===== src/rtl/imem_pkg.sv =====
// Shared types for the instruction-memory fetch unit: fault codes, NOP encoding, response payload.
package imem_pkg;

    typedef enum logic [1:0] {
        FAULT_NONE     = 2'd0,
        FAULT_MISALIGN = 2'd1,
        FAULT_RANGE    = 2'd2
    } fault_e;

    localparam logic [31:0] NOP_INSTR = 32'h0000_0013;

    typedef struct packed {
        logic [31:0] addr;
        fault_e      fault;
        logic [31:0] instr;
    } rsp_t;

    localparam int unsigned RSP_W = $bits(rsp_t);

    // Misalignment wins over an out-of-range word index.
    function automatic fault_e classify(input logic [31:0] addr, input int unsigned idx_w);
        if (addr[1:0] != 2'b00) begin
            return FAULT_MISALIGN;
        end
        if ((addr >> (idx_w + 32'd2)) != 32'd0) begin
            return FAULT_RANGE;
        end
        return FAULT_NONE;
    endfunction

endpackage


===== src/rtl/imem_rsp_fifo.sv =====
// Two-entry in-order response FIFO; count doubles as the outstanding-request counter.
module imem_rsp_fifo #(
    parameter int unsigned W = 8
) (
    input  logic         clk,
    input  logic         rst,
    input  logic         flush,
    input  logic         push,
    input  logic         pop,
    input  logic [W-1:0] din,
    output logic [W-1:0] dout,
    output logic [1:0]   count
);

    logic [W-1:0] slot [2];
    logic         wr_ptr;
    logic         rd_ptr;

    always_ff @(posedge clk or posedge rst) begin
        if (rst) begin
            slot[0] <= '0;
            slot[1] <= '0;
            wr_ptr  <= 1'b0;
            rd_ptr  <= 1'b0;
            count   <= 2'd0;
        end else if (flush) begin
            wr_ptr  <= 1'b0;
            rd_ptr  <= 1'b0;
            count   <= 2'd0;
        end else begin
            if (push) begin
                slot[wr_ptr] <= din;
                wr_ptr       <= ~wr_ptr;
            end
            if (pop) begin
                rd_ptr <= ~rd_ptr;
            end
            case ({push, pop})
                2'b10:   count <= count + 2'd1;
                2'b01:   count <= count - 2'd1;
                default: count <= count;
            endcase
        end
    end

    // Head slot is only rewritten when the FIFO is empty, so dout holds while stalled.
    assign dout = slot[rd_ptr];

endmodule


===== src/rtl/imem_fetch.sv =====
// Instruction fetch unit: word memory read on the accept edge into a 2-deep response FIFO.
// Optional IMEM_LOAD_PORT_EN adds a synchronous word-write load port (ld_en/ld_idx/ld_data).
module imem_fetch
    import imem_pkg::*;
#(
    parameter int unsigned DEPTH     = 64,
    parameter string       INIT_FILE = ""
) (
    input  logic        clk,
    input  logic        rst,
    input  logic        req_valid,
    output logic        req_ready,
    input  logic [31:0] req_addr,
    input  logic        flush,
    output logic        rsp_valid,
    input  logic        rsp_ready,
    output logic [31:0] rsp_instr,
    output logic [1:0]  rsp_fault,
    output logic [31:0] rsp_addr
`ifdef IMEM_LOAD_PORT_EN
    ,
    input  logic                     ld_en,
    input  logic [$clog2(DEPTH)-1:0] ld_idx,
    input  logic [31:0]              ld_data
`endif
);

    localparam int unsigned IDX_W = $clog2(DEPTH);

    logic [31:0] mem [DEPTH] = '{default: NOP_INSTR};

`ifdef IMEM_LOAD_PORT_EN
    always_ff @(posedge clk) begin
        if (ld_en) begin
            mem[ld_idx] <= ld_data;
        end
    end
`endif

    logic [IDX_W-1:0] idx;
    fault_e           fault;
    logic [1:0]       count;
    logic             push;
    logic             pop;
    rsp_t             din;
    rsp_t             dout;

    assign idx       = req_addr[IDX_W+1:2];
    assign fault     = classify(req_addr, IDX_W);
    assign req_ready = !rst && !flush && (count != 2'd2);
    assign push      = req_valid && req_ready;
    assign rsp_valid = (count != 2'd0);
    assign pop       = rsp_valid && rsp_ready && !flush;

    // Memory word is captured into the FIFO on the accept edge; faults substitute NOP.
    always_comb begin
        din       = '0;
        din.addr  = req_addr;
        din.fault = fault;
        din.instr = (fault == FAULT_NONE) ? mem[idx] : NOP_INSTR;
    end

    imem_rsp_fifo #(
        .W (RSP_W)
    ) u_fifo (
        .clk   (clk),
        .rst   (rst),
        .flush (flush),
        .push  (push),
        .pop   (pop),
        .din   (din),
        .dout  (dout),
        .count (count)
    );

    assign rsp_instr = dout.instr;
    assign rsp_fault = 2'(dout.fault);
    assign rsp_addr  = dout.addr;

endmodule


===== config.mk =====
export PLATFORM = sky130hd
export DESIGN_NAME = imem_fetch
export DESIGN_NICKNAME = d
export VERILOG_FILES = /design/src/rtl/imem_pkg.sv /design/src/rtl/imem_rsp_fifo.sv /design/src/rtl/imem_fetch.sv
export SDC_FILE = /design/constraint.sdc
export NUM_CORES = 1
export LEC_CHECK = 0
export ABC_AREA = 1
export CAP_MARGIN = 20
export CORE_MARGIN = 2
export CORE_UTILIZATION = 50
export DETAILED_ROUTE_END_ITERATION = 10
export GPL_TIMING_DRIVEN = 1
export PLACE_DENSITY_LB_ADDON = 0.12
export SYNTH_ARGS = -nofsm -noshare
export SYNTH_HDL_FRONTEND = slang
export SYNTH_SLANG_ARGS = --single-unit

===== constraint.sdc =====
create_clock -name clk -period 7.1 [get_ports clk]
set_clock_uncertainty 0.15 [all_clocks]
set_input_delay 1.42 -clock clk [delete_from_list [all_inputs] [get_ports clk]]
set_output_delay 1.42 -clock clk [all_outputs]
set_load 0.03 [all_outputs]

==> reports/results.txt, run 1 <==
CP dominant cell by count -> clkdlybuf4s50_1
crit path from -> flush
HP Class -> register to register
crit-path max cell delay -> 660 ps
ANT nets after route -> 0
Adder-Cell Fraction of Synth Area -> 0
Fmax achieved -> 0.2242 GHz
Synth-to-Final Area Change -> 23.88%
launch point of the worst reg-to-reg path -> u_fifo.count[0]
die area -> 8135 um^2
site row count -> 31
post-CTS sizing -> 0
Worst-path clk slew -> 70 ps
Hold Buf Count CTS -> 0
syn_area_per_cell -> 8.093 um^2
Fin Setup TNS -> 0 ps
Tmin final -> 4461 ps
commonest non-fill, non-tap cell in the layout -> nand2_1
yosys warns -> 0
VDD IR-drop max -> 223.7 uV
DRT iter0 DRCs -> 162
Tot GR Track Use -> 0.1985
core area -> 7214 um^2
Nets -> 562
CTS max path bufs -> 2
simple-gate share of the synthesized area -> 0.2267
GRT Residual Overflow -> 0
Final Max Slew Viols -> 0
Synth Area in Compound Gates -> 0.1246
XOR/XNOR Fraction of Synth Area -> 0
Initial Util -> 0.5149
Pwr Density -> 421.3 nW/um^2
Final Setup Violations -> 0
utilization after layout -> 0.6379
Ant. Diodes -> 0
# port buffers -> 75
status -> completed
mux contribution to synthesized area -> 0
hold slack -> 315.4 ps
CTS tree -> built
critical-path cell list -> clkdlybuf4s50_1 -> nor2_2 -> o21a_1 -> clkdlybuf4s50_1
WP data required -> 5530 ps
CP startpoint kind -> input pin
hold path start -> u_fifo.slot[70]
DRC -> 0
Final Cycle Share -> 0.6283
I/O Pins -> 105
Post-CTS Setup Inserts -> 0
Slew HR -> 0.3717
max cap viols -> 0
Synth Register Bits -> 74
Crit Path Class -> input pin to output port
antenna violations before repair -> 0
slowest CP cell -> clkdlybuf4s50_1
DR vias -> 2908
share of layout cells above drive strength 1 -> 0.1019
sequential area share after synthesis -> 0.4985
Num CTS Buffers -> 9
largest net degree at the start of global routing -> 75
Vias/cell -> 4.623
WP data arrival -> 2890 ps
Cells after Synth -> 459
post-synthesis cell area -> 3715 um^2
endpoints failing hold -> 0
routability cong. -> 0.7611
Die W -> 90.20 um
first-pass GRT wire length -> 13050 um
wire length per cell -> 11.89 um
CTS root buffer -> clkbuf_8
clk_lat worst skew -> 340 ps
CTS sink count -> 74
Final HPWL DP -> 4822 um
Die Ht -> 90.20 um
DRT Pass-1 Iters -> 4
vias in the first global route -> 2904
maximum fanout along the worst path -> 4
slew of the pin with the lowest slew margin -> 942.4 ps
Routed Wire Length -> 7481 um
Synth cell types -> 23
most frequent cells in the layout -> nand2_1 (177), clkdlybuf4s50_1 (75), dfrtp_1 (74), inv_1 (45), o21ai_1 (33)
largest family of logic cells by synthesized area -> simple AND/OR/NAND/NOR gates
RSZ-0062 raised after global routing -> false
H-tree levels -> 3
LEAKAGE -> 2.333 nW
CP endpoint kind -> output port
-- Yosys cell counts --
cell        n  area (um^2)
buf_1       2        7.510
buf_2       5        25.02
buf_4      33        247.7
buf_6       6        67.56
clkbuf_1    5        18.77
conb_1      1        3.750
dfrtp_1    74         1852
inv_1      46        172.7
inv_2       4        15.01
nand2_1   177        664.4
nand2_2     1        6.260
nand3_1    10        50.05
nand3_4     1        17.52
nand4_1     2        12.51
nor2_1     11        41.29
nor2_2      1        6.260
nor2_4      2        22.52
nor3_1      3        15.01
o21a_1      1        7.510
o21ai_0    16        80.08
o21ai_1    33        165.2
o21ai_2    24        210.2
or2_2       1        6.260
-- worst max-delay path, delay by kind of cell --
family	cells	cell delay [ps]
buffers and inverters	2	1130
AND/OR/NAND/NOR	1	200
AO/OA/AOI/OAI	1	140
-- metal layers --
| layer | track usage | up-vias | part of all wire | wire length [um] |
|---|---|---|---|---|
| li1 | - | 1489 | - | - |
| met1 | 0.2551 | 1336 | 0.47 | 3494 |
| met2 | 0.3289 | 74 | 0.47 | 3524 |
| met3 | 0.04610 | 9 | 0.046 | 341 |
| met4 | 0.07308 | 0 | 0.016 | 120 |
| met5 | 0 | - | 0 | 0 |
-- stage by stage --
step | instances | cell area (um^2) | setup WS, ps | power [mW]
6_report | 629 | 4602 | 2639 | 1.939
5_1_grt | 629 | 4602 | 2539 | 2.071
4_1_cts | 629 | 4602 | 2628 | 1.958
3_5_place_dp | 613 | 4350 | 2638 | 1.547
3_3_place_gp | 613 | 4350 | 2654 | 1.529
2_1_floorplan | 487 | 3820 | 3648 | 1.276
-- final cells by class --
class                           instances  area, um^2
Multi-Input combinational cell        312        1414
Fill cell                             650        2613
Clock inverter                          5       100.1
Clock buffer                           11       151.4
Timing Repair Buffer                   78       773.2
Sequential cell                        74        1852
Inverter                               50       187.7
Tap cell                               99       123.9
-- logic make-up (layout without fill, tap and decap cells) --
| group | Yosys count | in the layout |
|---|---|---|
| other | 1 | 29 |
| and+or+nand+nor | 209 | 209 |
| buffers and inverters | 101 | 144 |
| DFF | 74 | 74 |
| AOI/OAI and AO/OA | 74 | 74 |
-- where the power goes --
part           switching [mW]  leakage [nW]  internal [mW]
clock                   0.153         0.129          0.251
combinational           0.506          1.27          0.334
sequential             0.0929         0.934          0.602
-- flip-flops by register name, indices dropped and copies added (netlist names) --
signal         cells
u_fifo.slot       70
u_fifo.wr_ptr      1
u_fifo.rd_ptr      1
u_fifo.count       2
-- worst paths after layout --
check                                    to  slack, ps  depth (start not counted)
max                               req_ready       2640                          4
min                         u_fifo.slot[70]        320                          2
max reg2reg                 u_fifo.slot[45]       5040                          8
min reg2reg                 u_fifo.slot[70]        320                          2
max in group asynchronous  u_fifo.slot[110]       4620                          3
min in group asynchronous     u_fifo.rd_ptr       1550                          3
No activity file was read; power rests on OpenSTA's default activity.
==> run 2, diff against run 1 <==
--- a/config.mk
+++ b/config.mk
@@ -8,7 +8,7 @@
 export ABC_AREA = 1
 export CAP_MARGIN = 20
 export CORE_MARGIN = 2
-export CORE_UTILIZATION = 50
+export CORE_UTILIZATION = 43
 export DETAILED_ROUTE_END_ITERATION = 10
 export GPL_TIMING_DRIVEN = 1
 export PLACE_DENSITY_LB_ADDON = 0.12
==> constraint.sdc (replaced) <==
create_clock -name clk -period 3.6 [get_ports clk]
set_clock_uncertainty 0.15 [all_clocks]
set_input_delay 0.72 -clock clk [delete_from_list [all_inputs] [get_ports clk]]
set_output_delay 0.72 -clock clk [all_outputs]
set_load 0.03 [all_outputs]
==> reports/results.txt, run 2 (same netlist as run 1, synthesis figures left out) <==
I/O Pins -> 105 (unchanged)
Post-DP Area -> 4375 um^2 (was 4350 um^2)
post-CTS sizing -> 0 (unchanged)
RSZ-0062 raised after global routing -> false (unchanged)
dpl ws -> 521.6 ps (was 2638 ps)
LEAKAGE -> 2.322 nW (was 2.333 nW)
Routed Wire Length -> 7682 um (was 7481 um)
DRT iter0 DRCs -> 130 (was 162)
H-tree levels -> 3 (unchanged)
vias in the first global route -> 2803 (was 2904)
CTS tree -> built (unchanged)
Initial Util -> 0.4476 (was 0.5149)
slew of the pin with the lowest slew margin -> 902.5 ps (was 942.4 ps)
Seq pwr share -> 0.370 (was 0.358)
Hold Buf Count CTS -> 0 (unchanged)
Final HPWL DP -> 5082 um (was 4822 um)
Die W -> 96.95 um (was 90.20 um)
Final Cycle Share -> 0.9098
DR vias -> 2916 (was 2908)
CP startpoint kind -> register (was input pin)
CTS root buffer -> clkbuf_8 (unchanged)
Post-CTS Setup Inserts -> 0 (unchanged)
wire length per cell -> 12.08 um (was 11.89 um)
maximum fanout along the worst path -> 28 (was 4)
Total Power -> 3.749 mW (was 1.939 mW)
final worst slack -> 324.7 ps (was 2639 ps)
Num CTS Buffers -> 9 (unchanged)
Fmax achieved -> 0.3053 GHz
Final Max Slew Viols -> 0 (unchanged)
max reg flops -> 70 (unchanged)
combinational power share -> 0.441 (was 0.433)
Crit Path Class -> register to output port (was input pin to output port)
CTS sink count -> 74 (unchanged)
VDD IR-drop max -> 384.5 uV (was 223.7 uV)
Fin Setup TNS -> 0 ps (unchanged)
share of layout cells above drive strength 1 -> 0.1036 (was 0.1019)
largest net degree at the start of global routing -> 56 (was 75)
Ant. Diodes -> 0 (unchanged)
GRT Residual Overflow -> 0 (unchanged)
clk_lat worst skew -> 340 ps (about the same)
Nets -> 563 (was 562)
Clock Power Share -> 0.189 (was 0.208)
antenna violations before repair -> 0 (unchanged)
commonest non-fill, non-tap cell in the layout -> nand2_1 (unchanged)
endpoints failing hold -> 0 (unchanged)
Sw Ratio -> 0.3975 (was 0.3875)
DRT Pass-1 Iters -> 4 (unchanged)
WP data arrival -> 2410 ps (was 2890 ps)
Internal -> 2.259 mW (was 1.188 mW)
utilization after layout -> 0.5536 (was 0.6379)
core area -> 8299 um^2 (was 7214 um^2)
Pwr Density -> 815.9 nW/um^2 (was 421.3 nW/um^2)
Tmin final -> 3275 ps
HP Class -> register to register (unchanged)
ANT nets after route -> 0 (unchanged)
Top reg by flops -> u_fifo.slot (unchanged)
Die Ht -> 96.95 um (was 90.20 um)
site row count -> 33 (was 31)
Tot GR Track Use -> 0.1687 (was 0.1985)
final instance area -> 4594 um^2 (was 4602 um^2)
DRC -> 0 (unchanged)
WP data required -> 2730 ps (was 5530 ps)
routability cong. -> 0.7700 (was 0.7611)
CP endpoint kind -> output port (unchanged)
status -> completed (unchanged)
Sw Pwr -> 1.490 mW (was 0.7512 mW)
die area -> 9398 um^2 (was 8135 um^2)
Synth-to-Final Area Change -> 23.68% (was 23.88%)
placed cell count -> 620 (was 613)
Vias/cell -> 4.585 (was 4.623)
most frequent cells in the layout -> nand2_1 (177), clkdlybuf4s50_1 (74), dfrtp_1 (74), inv_1 (45), o21ai_1 (33) (was nand2_1 (177), clkdlybuf4s50_1 (75), dfrtp_1 (74), inv_1 (45), o21ai_1 (33))
Worst-path clk slew -> 70 ps (about the same)
# port buffers -> 75 (unchanged)
first-pass GRT wire length -> 13110 um (was 13050 um)
biggest regs -> u_fifo.slot (70), u_fifo.count (2) (unchanged)
CTS max path bufs -> 2 (unchanged)
hold slack -> 309.8 ps (was 315.4 ps)
non-filler cells, final -> 636 (was 629)
Final Setup Violations -> 0 (unchanged)
max cap viols -> 0 (unchanged)
Slew HR -> 0.3974 (was 0.3717)
## run 2: cell types whose count changed in the layout (fill, tap and decap cells not counted)
cell	delta
buf_12	+1
buf_4	+1
bufinv_16	-1
clkbuf_1	+1
clkbuf_8	-1
clkdlybuf4s50_1	-1
clkinvlp_4	+1
## run 2: worst paths after layout
check,startpoint,end,slack [ps],cells past startpoint
worst max-delay path,u_fifo.rd_ptr,rsp_addr[11],320,4
max in group asynchronous,rst,u_fifo.slot[70],1910,3
min in group asynchronous,rst,u_fifo.slot[38],590,2
worst min register to register,u_fifo.slot[70],u_fifo.slot[70],310,2
worst min-delay path,u_fifo.slot[70],u_fifo.slot[70],310,2
worst max register to register,u_fifo.count[0],u_fifo.wr_ptr,1590,6
## run 2: final cells by class
cell class,count,area (um^2)
fillers,796,3705
clock buffers,11,141.4
flip-flops and latches,74,1852
repair buffers,79,790.8
well taps,105,131.4
inverters,50,187.7
clock inverters,5,77.57
multi-input cells,312,1414
## run 2: metal layers
layer	routed length (um)	GRT usage	up-vias
met5	0	0	-
met4	47	0.04225	0
met3	345	0.03757	6
met2	3555	0.2735	75
met1	3733	0.2311	1349
li1	-	-	1486
## run 2: power by group through the flow
stage	combinational (mW)	clock (mW)	sequential, mW
after global placement	1.64	0	1.39
final	1.65	0.710	1.39
after detailed placement	1.67	0	1.40
after floorplan	1.18	0	1.34
after global routing	1.81	0.761	1.43
after CTS	1.67	0.723	1.38
## run 2: worst max-delay path, stage by stage, from the launching register on
cell             delay (ps)
dfrtp_1                 630
inv_2                   560
nand2_1                 100
nand2_1                 100
clkdlybuf4s50_1         670
==> run 3, diff against run 2 <==
--- a/config.mk
+++ b/config.mk
@@ -6,7 +6,6 @@
 export NUM_CORES = 1
 export LEC_CHECK = 0
 export ABC_AREA = 1
-export CAP_MARGIN = 20
 export CORE_MARGIN = 2
 export CORE_UTILIZATION = 43
 export DETAILED_ROUTE_END_ITERATION = 10
==> results of run 3 <==
No change in the layout: final DEF, timing and power equal those of run 2.
